[config.mk]
export PLATFORM = sky130hd
export DESIGN_NAME = regfile_dump_flat
export DESIGN_NICKNAME = d
export VERILOG_FILES = /design/src/rtl/regfile_dump_pkg.sv /design/src/rtl/regfile_dump_if.sv /design/src/rtl/regfile_dump.sv /design/src/flat_wrapper.sv
export SDC_FILE = /design/constraint.sdc
export NUM_CORES = 1
export LEC_CHECK = 0
export BUFFER_PORTS_ARGS = -buffer_cell sky130_fd_sc_hd__buf_2
export CORE_MARGIN = 10
export CORE_UTILIZATION = 40
export CTS_BUF_LIST = sky130_fd_sc_hd__clkbuf_4 sky130_fd_sc_hd__clkbuf_8
export DETAILED_ROUTE_END_ITERATION = 7
export PLACE_DENSITY = 0.74
export SKIP_LAST_GASP = 1
export SYNTH_ARGS = -nofsm -noshare
export SYNTH_HDL_FRONTEND = slang
export SYNTH_SLANG_ARGS = --single-unit
[constraint.sdc]
create_clock -name clk -period 4.6 [get_ports clk]
set_input_delay 0.46 -clock clk [delete_from_list [all_inputs] [get_ports clk]]
set_output_delay 0.46 -clock clk [all_outputs]
set_load 0.05 [all_outputs]
[src/rtl/regfile_dump_pkg.sv]
// Shared RV32 register-file constants and the maintenance-port state encoding.
package regfile_dump_pkg;

    localparam int RF_XLEN  = 32;
    localparam int RF_NREGS = 32;
    localparam int RF_AW    = 5;

    typedef enum logic [2:0] {
        ST_IDLE,
        ST_READ,
        ST_HOLD,
        ST_CLR,
        ST_DONE
    } state_t;

endpackage

[src/rtl/regfile_dump_if.sv]
// Command, register-file port and dump-stream signals of the maintenance port.
interface regfile_dump_if
    import regfile_dump_pkg::*;
#(
    parameter int XLEN = RF_XLEN,
    parameter int AW   = RF_AW
);
    logic            start;
    logic            clear;
    logic            busy;
    logic            done;
    logic [AW-1:0]   AddR;
    logic [XLEN-1:0] DataR;
    logic            WE;
    logic [AW-1:0]   AddD;
    logic [XLEN-1:0] DataD;
    logic            out_valid;
    logic            out_ready;
    logic [XLEN-1:0] out_data;
    logic [AW-1:0]   out_index;

    // master: the dump engine; slave: core/register file/consumer side
    modport master (
        input  start, clear, DataR, out_ready,
        output busy, done, AddR, WE, AddD, DataD, out_valid, out_data, out_index
    );
    modport slave (
        output start, clear, DataR, out_ready,
        input  busy, done, AddR, WE, AddD, DataD, out_valid, out_data, out_index
    );
endinterface

[src/rtl/regfile_dump.sv]
// Walks the register file: streams x0..x(NREGS-1) out over valid/ready, or zeroes x1..x(NREGS-1).
module regfile_dump
    import regfile_dump_pkg::*;
#(
    parameter int XLEN  = RF_XLEN,
    parameter int NREGS = RF_NREGS,
    parameter int AW    = RF_AW
) (
    input  logic           clk,
    input  logic           rst,
    regfile_dump_if.master bus
);

    state_t          r_state, w_state_nxt;
    logic [AW-1:0]   r_idx, w_idx_nxt;
    logic            r_out_valid, w_out_valid_nxt;
    logic [XLEN-1:0] r_out_data, w_out_data_nxt;
    logic [AW-1:0]   r_out_index, w_out_index_nxt;
    logic [AW-1:0]   r_addr_r, r_addr_d;
    logic            r_we, r_busy, r_done;
    logic            w_last;

    assign w_last = (r_idx == AW'(NREGS - 1));

    always_comb begin
        w_state_nxt     = r_state;
        w_idx_nxt       = r_idx;
        w_out_valid_nxt = r_out_valid;
        w_out_data_nxt  = r_out_data;
        w_out_index_nxt = r_out_index;
        case (r_state)
            ST_IDLE: begin
                if (bus.start) begin
                    if (bus.clear) begin
                        w_idx_nxt   = AW'(1);
                        w_state_nxt = ST_CLR;
                    end else begin
                        w_idx_nxt   = '0;
                        w_state_nxt = ST_READ;
                    end
                end
            end
            ST_READ: begin
                w_out_data_nxt  = bus.DataR;
                w_out_index_nxt = r_idx;
                w_out_valid_nxt = 1'b1;
                w_state_nxt     = ST_HOLD;
            end
            ST_HOLD: begin
                if (bus.out_ready) begin
                    w_out_valid_nxt = 1'b0;
                    if (w_last) begin
                        w_state_nxt = ST_DONE;
                    end else begin
                        w_idx_nxt   = r_idx + AW'(1);
                        w_state_nxt = ST_READ;
                    end
                end
            end
            ST_CLR: begin
                if (w_last) begin
                    w_state_nxt = ST_DONE;
                end else begin
                    w_idx_nxt = r_idx + AW'(1);
                end
            end
            ST_DONE: w_state_nxt = ST_IDLE;
            default: w_state_nxt = ST_IDLE;
        endcase
    end

    // Port controls are decoded from next state and registered, so they leave flops clean.
    always_ff @(posedge clk) begin
        if (rst) begin
            r_state     <= ST_IDLE;
            r_idx       <= '0;
            r_out_valid <= 1'b0;
            r_out_data  <= '0;
            r_out_index <= '0;
            r_addr_r    <= '0;
            r_addr_d    <= '0;
            r_we        <= 1'b0;
            r_busy      <= 1'b0;
            r_done      <= 1'b0;
        end else begin
            r_state     <= w_state_nxt;
            r_idx       <= w_idx_nxt;
            r_out_valid <= w_out_valid_nxt;
            r_out_data  <= w_out_data_nxt;
            r_out_index <= w_out_index_nxt;
            r_addr_r    <= (w_state_nxt == ST_READ) ? w_idx_nxt : '0;
            r_addr_d    <= (w_state_nxt == ST_CLR)  ? w_idx_nxt : '0;
            r_we        <= (w_state_nxt == ST_CLR);
            r_busy      <= (w_state_nxt != ST_IDLE);
            r_done      <= (w_state_nxt == ST_DONE);
        end
    end

    assign bus.busy      = r_busy;
    assign bus.done      = r_done;
    assign bus.AddR      = r_addr_r;
    assign bus.WE        = r_we;
    assign bus.AddD      = r_addr_d;
    assign bus.DataD     = '0;
    assign bus.out_valid = r_out_valid;
    assign bus.out_data  = r_out_data;
    assign bus.out_index = r_out_index;

endmodule

[src/flat_wrapper.sv]
// flat-port wrapper written by rule: the top's interface ports become plain ports
module regfile_dump_flat import regfile_dump_pkg::*;
#(
    parameter int XLEN  = RF_XLEN,
    parameter int NREGS = RF_NREGS,
    parameter int AW    = RF_AW
)
  (clk, rst, bus_start, bus_clear, bus_DataR, bus_out_ready, bus_busy, bus_done, bus_AddR, bus_WE, bus_AddD, bus_DataD, bus_out_valid, bus_out_data, bus_out_index);
  regfile_dump_if #(.XLEN(XLEN), .AW(AW)) bus_i ();
  input  logic clk;
  input  logic rst;
  input wire logic [$bits(bus_i.start)-1:0] bus_start;
  input wire logic [$bits(bus_i.clear)-1:0] bus_clear;
  input wire logic [$bits(bus_i.DataR)-1:0] bus_DataR;
  input wire logic [$bits(bus_i.out_ready)-1:0] bus_out_ready;
  output wire logic [$bits(bus_i.busy)-1:0] bus_busy;
  output wire logic [$bits(bus_i.done)-1:0] bus_done;
  output wire logic [$bits(bus_i.AddR)-1:0] bus_AddR;
  output wire logic [$bits(bus_i.WE)-1:0] bus_WE;
  output wire logic [$bits(bus_i.AddD)-1:0] bus_AddD;
  output wire logic [$bits(bus_i.DataD)-1:0] bus_DataD;
  output wire logic [$bits(bus_i.out_valid)-1:0] bus_out_valid;
  output wire logic [$bits(bus_i.out_data)-1:0] bus_out_data;
  output wire logic [$bits(bus_i.out_index)-1:0] bus_out_index;
  assign bus_i.start = bus_start;
  assign bus_i.clear = bus_clear;
  assign bus_i.DataR = bus_DataR;
  assign bus_i.out_ready = bus_out_ready;
  assign bus_busy = bus_i.busy;
  assign bus_done = bus_i.done;
  assign bus_AddR = bus_i.AddR;
  assign bus_WE = bus_i.WE;
  assign bus_AddD = bus_i.AddD;
  assign bus_DataD = bus_i.DataD;
  assign bus_out_valid = bus_i.out_valid;
  assign bus_out_data = bus_i.out_data;
  assign bus_out_index = bus_i.out_index;
  regfile_dump #(.XLEN(XLEN), .NREGS(NREGS), .AW(AW)) u_core (.clk(clk), .rst(rst), .bus(bus_i));
endmodule
### After elaboration in Yosys (flattened, before gate mapping)

Index checks and enable logic that the tools add are counted.

* add/subtract/negate cells: 1
* eq/ne operators: 8
* muxes and demuxes: 13
* bitwise gates (word level): 2
* reduce and logical (&&, ||, !) cells: 6

Operators with widths (number)
* $mux 5: 3
* $pmux 5 s3: 1
* $mux 3: 4
* $pmux 3 s4: 1
* $eq 3x2->1 const B: 3
* $eq 3x1->1 const B: 2
* $add 5x1->5 const B: 1
* $eq 5x5->1 const B: 1
* $reduce_or 2->1: 2
* $eq 3x3->1 const B: 1
* $logic_not 3->1: 1
* $reduce_bool 3->1: 1
* $mux 1: 2
* $mux 2: 1
* $ne 2x2->1 const B: 1
* $not 1->1: 2
* $pmux 1 s2: 1
* $reduce_and 2->1: 1
* $reduce_bool 2->1: 1

* flip-flop bits (word level): 59
* input port bits: 37
* output and inout bits: 83

### Longest topological paths before layout

Gate-level depths: netlist of run 1.

* word-level depth: 7
* mapped depth: 6

### Least setup slack after synthesis of run 1

OpenSTA, ideal clock, no wires.

* kind: reg-to-reg
* start: reg u_core.r_state[0]
* end: reg u_core.r_addr_r[0], in the netlist u_core.bus.AddR[0]
* arrival time: 1413 ps
* data required time: 4475 ps
* slack: 3062 ps
* stages on the path, launching flop included: 6
* buffers on the path: 1
* cells stage by stage: dfxtp_1 -> buf_6 -> or4b_4 -> o311a_1 -> a211oi_2 -> nor2_1

* cells in the longest elaborated chain, start to end: 5
* elaborated cells between the ends (all ways): 12

RTL lines
* start, declared: line regfile_dump.sv:14 `state_t r_state, w_state_nxt;`
* start signal, assigned: line regfile_dump.sv:86 `r_state <= w_state_nxt;`
* $eq 3x2->1, or another cell as far along: line regfile_dump.sv:31 `case (r_state)`
* $pmux 3 s4: line regfile_dump.sv:31
* $eq 3x1->1: line regfile_dump.sv:91 `r_addr_r <= (w_state_nxt == ST_READ) ? w_idx_nxt : '0;`
* $not 1->1 (no line)
* $reduce_or 2->1 (no line)
* end signal, assigned: line regfile_dump.sv:91
* end, declared: line regfile_dump.sv:19 `logic [AW-1:0] r_addr_r, r_addr_d;`

Several ways; a longest one is shown, not always the timed one.
A chain may end at the register's enable or synchronous reset.

### Final worst setup path of run 1

* start: reg u_core.r_state[1]
* end: reg u_core.r_out_index[4], in the netlist u_core.bus.out_index[4]

* cells in the longest elaborated chain, start to end: 1

RTL lines
* $eq 3x1->1: line regfile_dump.sv:31
* end signal, assigned: line regfile_dump.sv:90 `r_out_index <= w_out_index_nxt;`
* end, declared: line regfile_dump.sv:18 `logic [AW-1:0] r_out_index, w_out_index_nxt;`

Every way passes these cells.

==> results of run 1 <==
[per-stage QoR]
stage | setup WS (ps) | power (uW)
after detailed placement | 2680 | 814
after floorplan | 3060 | 782
after global routing | 2460 | 1320
after global placement | 2760 | 810
final | 2740 | 1260
after CTS | 2680 | 1280
[cells in the mapped netlist (3+ instances only)]
| cell | number |
|---|---|
| buf_1 | 3 |
| dfxtp_1 | 59 |
| nor2_1 | 16 |
| nand2_1 | 77 |
| inv_1 | 3 |
| clkbuf_1 | 8 |
| buf_4 | 32 |
| a21oi_1 | 43 |
| nor2b_1 | 5 |
[layout make-up]
class | instances | share of cell area (%)
Clock inverter | 5 | 1.80
Sequential cell | 59 | 40.5
Multi-Input combinational cell | 207 | 34.1
Tap cell | 72 | 3.09
Inverter | 3 | 0.386
Timing Repair Buffer | 88 | 15.2
Clock buffer | 11 | 4.97
[layer usage]
layer | global-route usage, % | vias to the layer above | share of wire [%]
met5 | 0 | - | 0
met4 | 5.86 | 0 | 1.2
met3 | 6.46 | 7 | 9.9
met2 | 17.7 | 83 | 43
met1 | 15.2 | 908 | 46
li1 | - | 1032 | -
[power by group through the flow]
stage	Clock (uW)	Sequential [uW]	Combinational, uW
after global placement	0	560	251
final	461	549	252
after detailed placement	0	561	253
after floorplan	0	630	152
after global routing	501	553	270
after CTS	474	549	253
[worst paths after layout]
| check | from | depth (start not counted) | end |
|---|---|---|---|
| worst min register to register | u_core.bus.out_index[2] | 2 | u_core.bus.out_index[2] |
| worst max register to register | u_core.r_state[1] | 4 | u_core.bus.out_index[4] |
| worst max-delay path | u_core.r_state[1] | 4 | u_core.bus.out_index[4] |
| worst min-delay path | bus_DataR[3] | 3 | u_core.bus.out_data[3] |
[worst min-delay path: stages]
cell     delay [ps]
buf_2            90
nand2_1          40
a21oi_1          50
[registers in the layout (all words and copies together) (netlist names)]
| name | cells |
|---|---|
| u_core.r_idx | 5 |
| u_core.bus.done | 1 |
| u_core.bus.out_data | 32 |
| u_core.bus.out_index | 5 |
| u_core.bus.out_valid | 1 |
| u_core.r_state | 3 |
| u_core.bus.busy | 1 |
| u_core.bus.AddR | 5 |
| u_core.bus.WE | 1 |
| u_core.bus.AddD | 5 |
[kinds of logic (layout without fill, tap and decap cells)]
family,Yosys count,after routing,synth area share [%]
multiplexers,1,1,0.423
adder cells (fa/ha/maj),1,1,0.528
AND/OR/NAND/NOR,119,119,22.6
buffers and inverters,48,107,13.0
flip-flops,59,59,49.9
other,1,32,0.158
AO/OA/AOI/OAI,53,53,13.0
XOR/XNOR,1,1,0.370
[cells in the final DEF, fill, tap and decap left out, types with 2 or more instances in the layout]
cell / instances
and3_1: 2
nor4_1: 2
and2_1: 2
nor3_1: 2
nand2_1: 77
a21oi_1: 43
inv_1: 3
a311oi_1: 2
nand4_1: 2
dfxtp_1: 59
nor2_1: 16
nor2b_1: 5
buf_2: 87
conb_1: 32
clkbuf_8: 10
o21ai_0: 2
or3_1: 2
clkinv_2: 3
==> metrics.md, run 1 <==
| Metric | Value |
|---|---|
| Status | `complete, no violations` |
| Crit path largest cell delay | `870 ps` |
| Post-synth EDFFs | `0` |
| Comb pwr share | `20.0%` |
| Core outline area | `5640 um^2` |
| Postcts setup bufs | `0` |
| Async SR Flop Fraction | `0%` |
| CTS root buffer | `clkbuf_8` |
| Area contributors post-synth | `dfxtp_1 50%, nand2_1 12%, buf_4 10%, a21oi_1 9.1%, nor2_1 2.5%` |
| Sequential share of power | `43.5%` |
| Post-route cell area | `2920 um^2` |
| Clock Sinks | `59` |
| Die height | `97.0 um` |
| Gates resized, CTS repair | `0` |
| Cell count after synthesis | `about 280` |
| Final #Nets | `406` |
| H-tree depth | `3` |
| Die width | `slightly below 100 um` |
| Drt first pass iters | `4` |
| Post-synth cell types | `38` |
| Clock skew | `4.20 ps` |
| CTS tree | `yes` |
| Area Growth Syn to Fin | `23.2%` |
| Placed Instances | `429` |
| Bufs and invs on worst path | `0` |
| Pin count of the biggest net entering global routing | `49` |
| Max-cap violations | `0` |
| Sw Share | `32.2%` |
| Cts hold-fix bufs | `0` |
| I/O Pins | `120` |
| P_int | `856 uW` |
| Mapped Area | `2370 um^2` |
| Share of the synthesized area in the top cell type | `49.9%` |
| Share of cells above drive strength 1 | `29.5%` |
| Type of the most critical hold path | `input pin to flip-flop` |
| Hold_ws | `367 ps` |
| Leakage power | `~0.0014 uW` |
| Grt total ovfl | `0` |
| Drc violations | `0` |
| Area occupied by multi-input gates | `995 um^2` |
| Least-Margin Pin Slew | `1190 ps` |
| Starting Density | `42.0%` |
| 1st-iter DRT viols | `65` |
| Ys flop type | `dfxtp_1` |
| Kind of critical path | `flip-flop to flip-flop` |
| Clock latency on the worst-skew pair | `roughly 320 ps` |
| P per Cell Area | `433 nW/um^2` |
| Clock-pin slew on the worst setup and hold paths | `60 ps` |
| Slowest CP cell | `nand2_1` |
| Via density | `4.56` |
| Num CTS Buffers | `9` |
| Die area | `9400 um^2` |
| CP Capture Type | `flip-flop` |
| Routed Antenna Nets | `0` |
| Ant diodes | `0` |
| Minimum clock period | `~1900 ps` |
| Vias post-DR | `2030` |
| RD Place Congestion | `between 0.9 and 1` |
| Routed WL | `6070 um` |
| Critical Path RT | `4850 ps` |
| Crit path cell chain | `nor2_1 > nand2_1 > nand2_1 > a21oi_1` |
| Final Hold Viols | `0` |
| Final Util | `roughly half` |
| Syn avg cell area | `8.37 um^2` |
| Final setup viols | `0` |
| Reg area | `1180 um^2` |
| Largest delay share family, worst path | `simple AND/OR/NAND/NOR gates` |
| Buffers added on ports | `just under 90` |
| Synth Register Bits | `59` |
| Critical path data arrival time | `between 2000 and 2500 ps` |
| Final period util | `40.5%` |
| CP most frequent cell | `nand2_1` |
| R2R setup slack | `about 2700 ps` |
| RSZ-0062 raised after global routing | `false` |
| Initial antenna violation count | `0` |
| FILL cells | `568` |
| First-pass GRT wire length | `9800 um` |
| Sw Pwr | `407 uW` |
| Clock Power Share | `36.5%` |
| Syn. warnings | `0` |
| Cell Rows | `27` |
| Setup TNS | `0 ps` |
| Crit path max fanout | `37` |
| Worst vdd ir | `0.000191 V` |
| Avg WL per Cell | `about 14 um` |
| Cell taking the most area after synthesis | `dfxtp_1` |
| Critical path startpoint category | `flip-flop` |
| Final Non-Filler Cells | `445` |
| Final count of pins violating max slew | `0` |
| Clk buf depth | `2` |
| Post-DP HPWL | `4580 um` |
| F_max | `0.537 GHz` |
| Total GRT Usage | `12.5%` |
| DP Area | `2720 um^2` |
| Post-synthesis sequential area ratio | `between 40 and 50%` |
| Vias in the first global route | `between 2000 and 2500` |
| Slew HR | `20.8%` |
Note: power is estimated with default switching activity, not from simulation.
==> run 2, diff against run 1 <==
- ABC_AREA: unset -> 1
- PLACE_DENSITY: 0.74 -> 0.76
- clock period: 4.6 -> 1.63 ns (I/O delays scaled with it)
==> metrics.md, run 2 <==
| Metric | Value |
|---|---|
| Drt first pass iters | `4 (unchanged)` |
| Core outline area | `5640 um^2 (unchanged)` |
| Clock latency on the worst-skew pair | `330 ps (was 320 ps)` |
| Slew HR | `62.7% (was 20.8%)` |
| Status | `complete, no violations (unchanged)` |
| Mapped Area | `2370 um^2 (about the same)` |
| Clock Sinks | `59 (unchanged)` |
| F_max | `0.675 GHz (was 0.537 GHz)` |
| Hold path startpoint | `bus_DataR[14] (was bus_DataR[3])` |
| Post-DP HPWL | `4620 um (was 4580 um)` |
| Routed WL | `6150 um (was 6070 um)` |
| Tot Pwr | `4360 uW (was 1260 uW)` |
| Cell Rows | `27 (unchanged)` |
| Final setup viols | `0 (unchanged)` |
| Minimum clock period | `1480 ps (was 1860 ps)` |
| Commonest cells post-synth | `90 x nor2_1, 59 x dfxtp_1, 34 x buf_4 (was 77 x nand2_1, 59 x dfxtp_1, 43 x a21oi_1)` |
| Placed Instances | `448 (was 429)` |
| Syn avg cell area | `7.93 um^2 (was 8.37 um^2)` |
| Crit path max fanout | `5 (was 37)` |
| Total GRT Usage | `13.1% (was 12.5%)` |
| Via density | `4.41 (was 4.56)` |
| Area Growth Syn to Fin | `26.4% (was 23.2%)` |
| Die width | `97.0 um (about the same)` |
| Worst vdd ir | `0.000641 V (was 0.000191 V)` |
| Final Util | `53.1% (was 51.7%)` |
| Post-synth cell types | `25 (was 38)` |
| Sw Share | `33.0% (was 32.2%)` |
| R2R setup slack | `150 ps (was 2740 ps)` |
| Reg2Reg Depth | `7 (was 4)` |
| Clock-pin slew on the worst setup and hold paths | `60 ps (about the same)` |
| Worst R2R Start | `u_core.r_idx[0] (was u_core.r_state[1])` |
| Leakage power | `0.00153 uW (was 0.00137 uW)` |
| P_int | `2920 uW (was 856 uW)` |
| Grt total ovfl | `0 (unchanged)` |
| Cts hold-fix bufs | `0 (unchanged)` |
| Hold depth | `3 (unchanged)` |
| Pin count of the biggest net entering global routing | `39 (was 49)` |
| Die height | `97.0 um (about the same)` |
| H-tree depth | `3 (unchanged)` |
| Critical path startpoint category | `flip-flop (unchanged)` |
| RD Place Congestion | `0.823 (was 0.902)` |
| Final Hold Viols | `0 (unchanged)` |
| Critical Path RT | `1890 ps (was 4850 ps)` |
| Drc violations | `0 (unchanged)` |
| Ant diodes | `0 (unchanged)` |
| Final Non-Filler Cells | `464 (was 445)` |
| Gates resized, CTS repair | `0 (unchanged)` |
| Num CTS Buffers | `9 (unchanged)` |
| Largest register FFs | `32 (unchanged)` |
| DP Area | `2740 um^2 (was 2720 um^2)` |
| Cell count after synthesis | `299 (was 283)` |
| Kind of critical path | `flip-flop to flip-flop (unchanged)` |
| Clock skew | `2.92 ps (was 4.20 ps)` |
| Async SR Flop Fraction | `0% (unchanged)` |
| Syn. warnings | `0 (unchanged)` |
| Starting Density | `42.0% (about the same)` |
| CP Capture Type | `flip-flop (unchanged)` |
| Final period util | `90.8% (was 40.5%)` |
| 1st-iter DRT viols | `57 (was 65)` |
| Routed Antenna Nets | `0 (unchanged)` |
| Final #Nets | `425 (was 406)` |
| Count leader, synth | `nor2_1 (was nand2_1)` |
| Post-route cell area | `3000 um^2 (was 2920 um^2)` |
| P per Cell Area | `1450 nW/um^2 (was 433 nW/um^2)` |
| First-pass GRT wire length | `10200 um (was 9800 um)` |
| Post-synthesis sequential area ratio | `49.8% (was 49.9%)` |
| Clock Power Share | `38.7% (was 36.5%)` |
| Setup TNS | `0 ps (unchanged)` |
| RR Endpoint | `u_core.bus.AddR[3] (was u_core.bus.out_index[4])` |
| Avg WL per Cell | `13.2 um (was 13.6 um)` |
| Die area | `9410 um^2 (was 9400 um^2)` |
| Share of cells above drive strength 1 | `30.6% (was 29.5%)` |
| Clk buf depth | `2 (unchanged)` |
| Final count of pins violating max slew | `0 (unchanged)` |
| Cell taking the most area after synthesis | `dfxtp_1 (unchanged)` |
| Max-cap violations | `0 (unchanged)` |
| Ys flop type | `dfxtp_1 (unchanged)` |
| Share of the synthesized area in the top cell type | `49.8% (was 49.9%)` |
| I/O Pins | `120 (unchanged)` |
| Type of the most critical hold path | `input pin to flip-flop (unchanged)` |
| Postcts setup bufs | `0 (unchanged)` |
| Sw Pwr | `1440 uW (was 407 uW)` |
| Post-synth EDFFs | `0 (unchanged)` |
| Sequential share of power | `37.2% (was 43.5%)` |
| Synth Register Bits | `59 (unchanged)` |
| CTS root buffer | `clkbuf_8 (unchanged)` |
| Vias post-DR | `2045 (was 2030)` |
| Initial antenna violation count | `0 (unchanged)` |
| RSZ-0062 raised after global routing | `false (unchanged)` |
| Most frequent cells in the layout | `90 x nor2_1, 87 x buf_2, 59 x dfxtp_1, 32 x conb_1, 26 x o21ai_0 (was 87 x buf_2, 77 x nand2_1, 59 x dfxtp_1, 43 x a21oi_1, 32 x conb_1)` |
| Area contributors post-synth | `dfxtp_1 50%, nor2_1 14%, buf_4 11%, o21ai_0 5.5%, nand2_1 3.2% (was dfxtp_1 50%, nand2_1 12%, buf_4 10%, a21oi_1 9.1%, nor2_1 2.5%)` |
| Hold endpoint | `u_core.bus.out_data[14] (was u_core.bus.out_data[3])` |
| Comb pwr share | `24.1% (was 20.0%)` |
| CTS tree | `yes (unchanged)` |
| Least-Margin Pin Slew | `558 ps (was 1190 ps)` |
| Leading cell type in the layout, fill and taps excluded | `nor2_1 (was buf_2)` |
| Critical path data arrival time | `1740 ps (was 2110 ps)` |
| FILL cells | `557 (was 568)` |
| Vias in the first global route | `2105 (was 2022)` |
| Buffers added on ports | `87 (unchanged)` |
## run 2: final cells by class
class	count	area, um^2	area share (%)
sequential	59	1180	39.4
multi-input combinational	212	951	31.7
timing repair buffer	90	458	15.3
clock buffer	12	165	5.51
clock inverter	4	95.1	3.17
tap	72	90.1	3.01
inverter	15	56.3	1.88
## run 2: worst max-delay path, stage by stage, from the launching register on
cell and delay (ps):
dfxtp_1 400, ha_1 250, nand4_2 210, nand2_1 140, nand2_1 60, nor2_1 160, nand2_4 80, a21oi_1 120
## run 2: kinds of logic (layout without fill, tap and decap cells)
logic type                 after synthesis  in the layout  synth area share [%]
AOI/OAI and AO/OA                       50             50                  11.2
adders and majority gates                1              1                 0.528
buffers and inverters                   59            121                  15.0
DFF                                     59             59                  49.8
other                                    1             32                 0.158
and+or+nand+nor                        129            129                  23.3
## run 2: worst max-delay path by stage
stage | startpoint | endpoint | slack (ps)
after CTS | u_core.r_idx[0] | u_core.bus.AddR[3] | 150
after global routing | u_core.r_idx[1] | u_core.bus.AddR[1] | 20
after detailed placement | u_core.r_idx[0] | u_core.bus.AddR[3] | 160
final | u_core.r_idx[0] | u_core.bus.AddR[3] | 150
after floorplan | u_core.r_idx[0] | u_core.bus.AddR[3] | 310
after global placement | u_core.r_idx[0] | u_core.bus.AddR[3] | 220
## run 2: per-stage QoR
stage | hold WS (ps) | setup WS, ps
finish | 64.1 | 149
global route | 70.7 | 17.5
CTS | 47.3 | 150
detailed placement | 407 | 161
global placement | 398 | 217
floorplan | 312 | 305
## run 2: per-layer routing
layer  vias up  wire (um)  track usage, %
li1       1062          -               -
met1       888       2740            15.4
met2        87       2740            19.6
met3         8        611            7.10
met4         0         55            4.96
met5         -          0               0
## run 2: power groups by stage
| stage | logic [uW] | registers (uW) | clock network (uW) |
|---|---|---|---|
| 2_1_floorplan | 515 | 2030 | 0 |
| 3_3_place_gp | 1050 | 1650 | 0 |
| 3_5_place_dp | 1060 | 1650 | 0 |
| 4_1_cts | 1060 | 1620 | 1740 |
| 5_1_grt | 1140 | 1630 | 1810 |
| 6_report | 1050 | 1620 | 1690 |
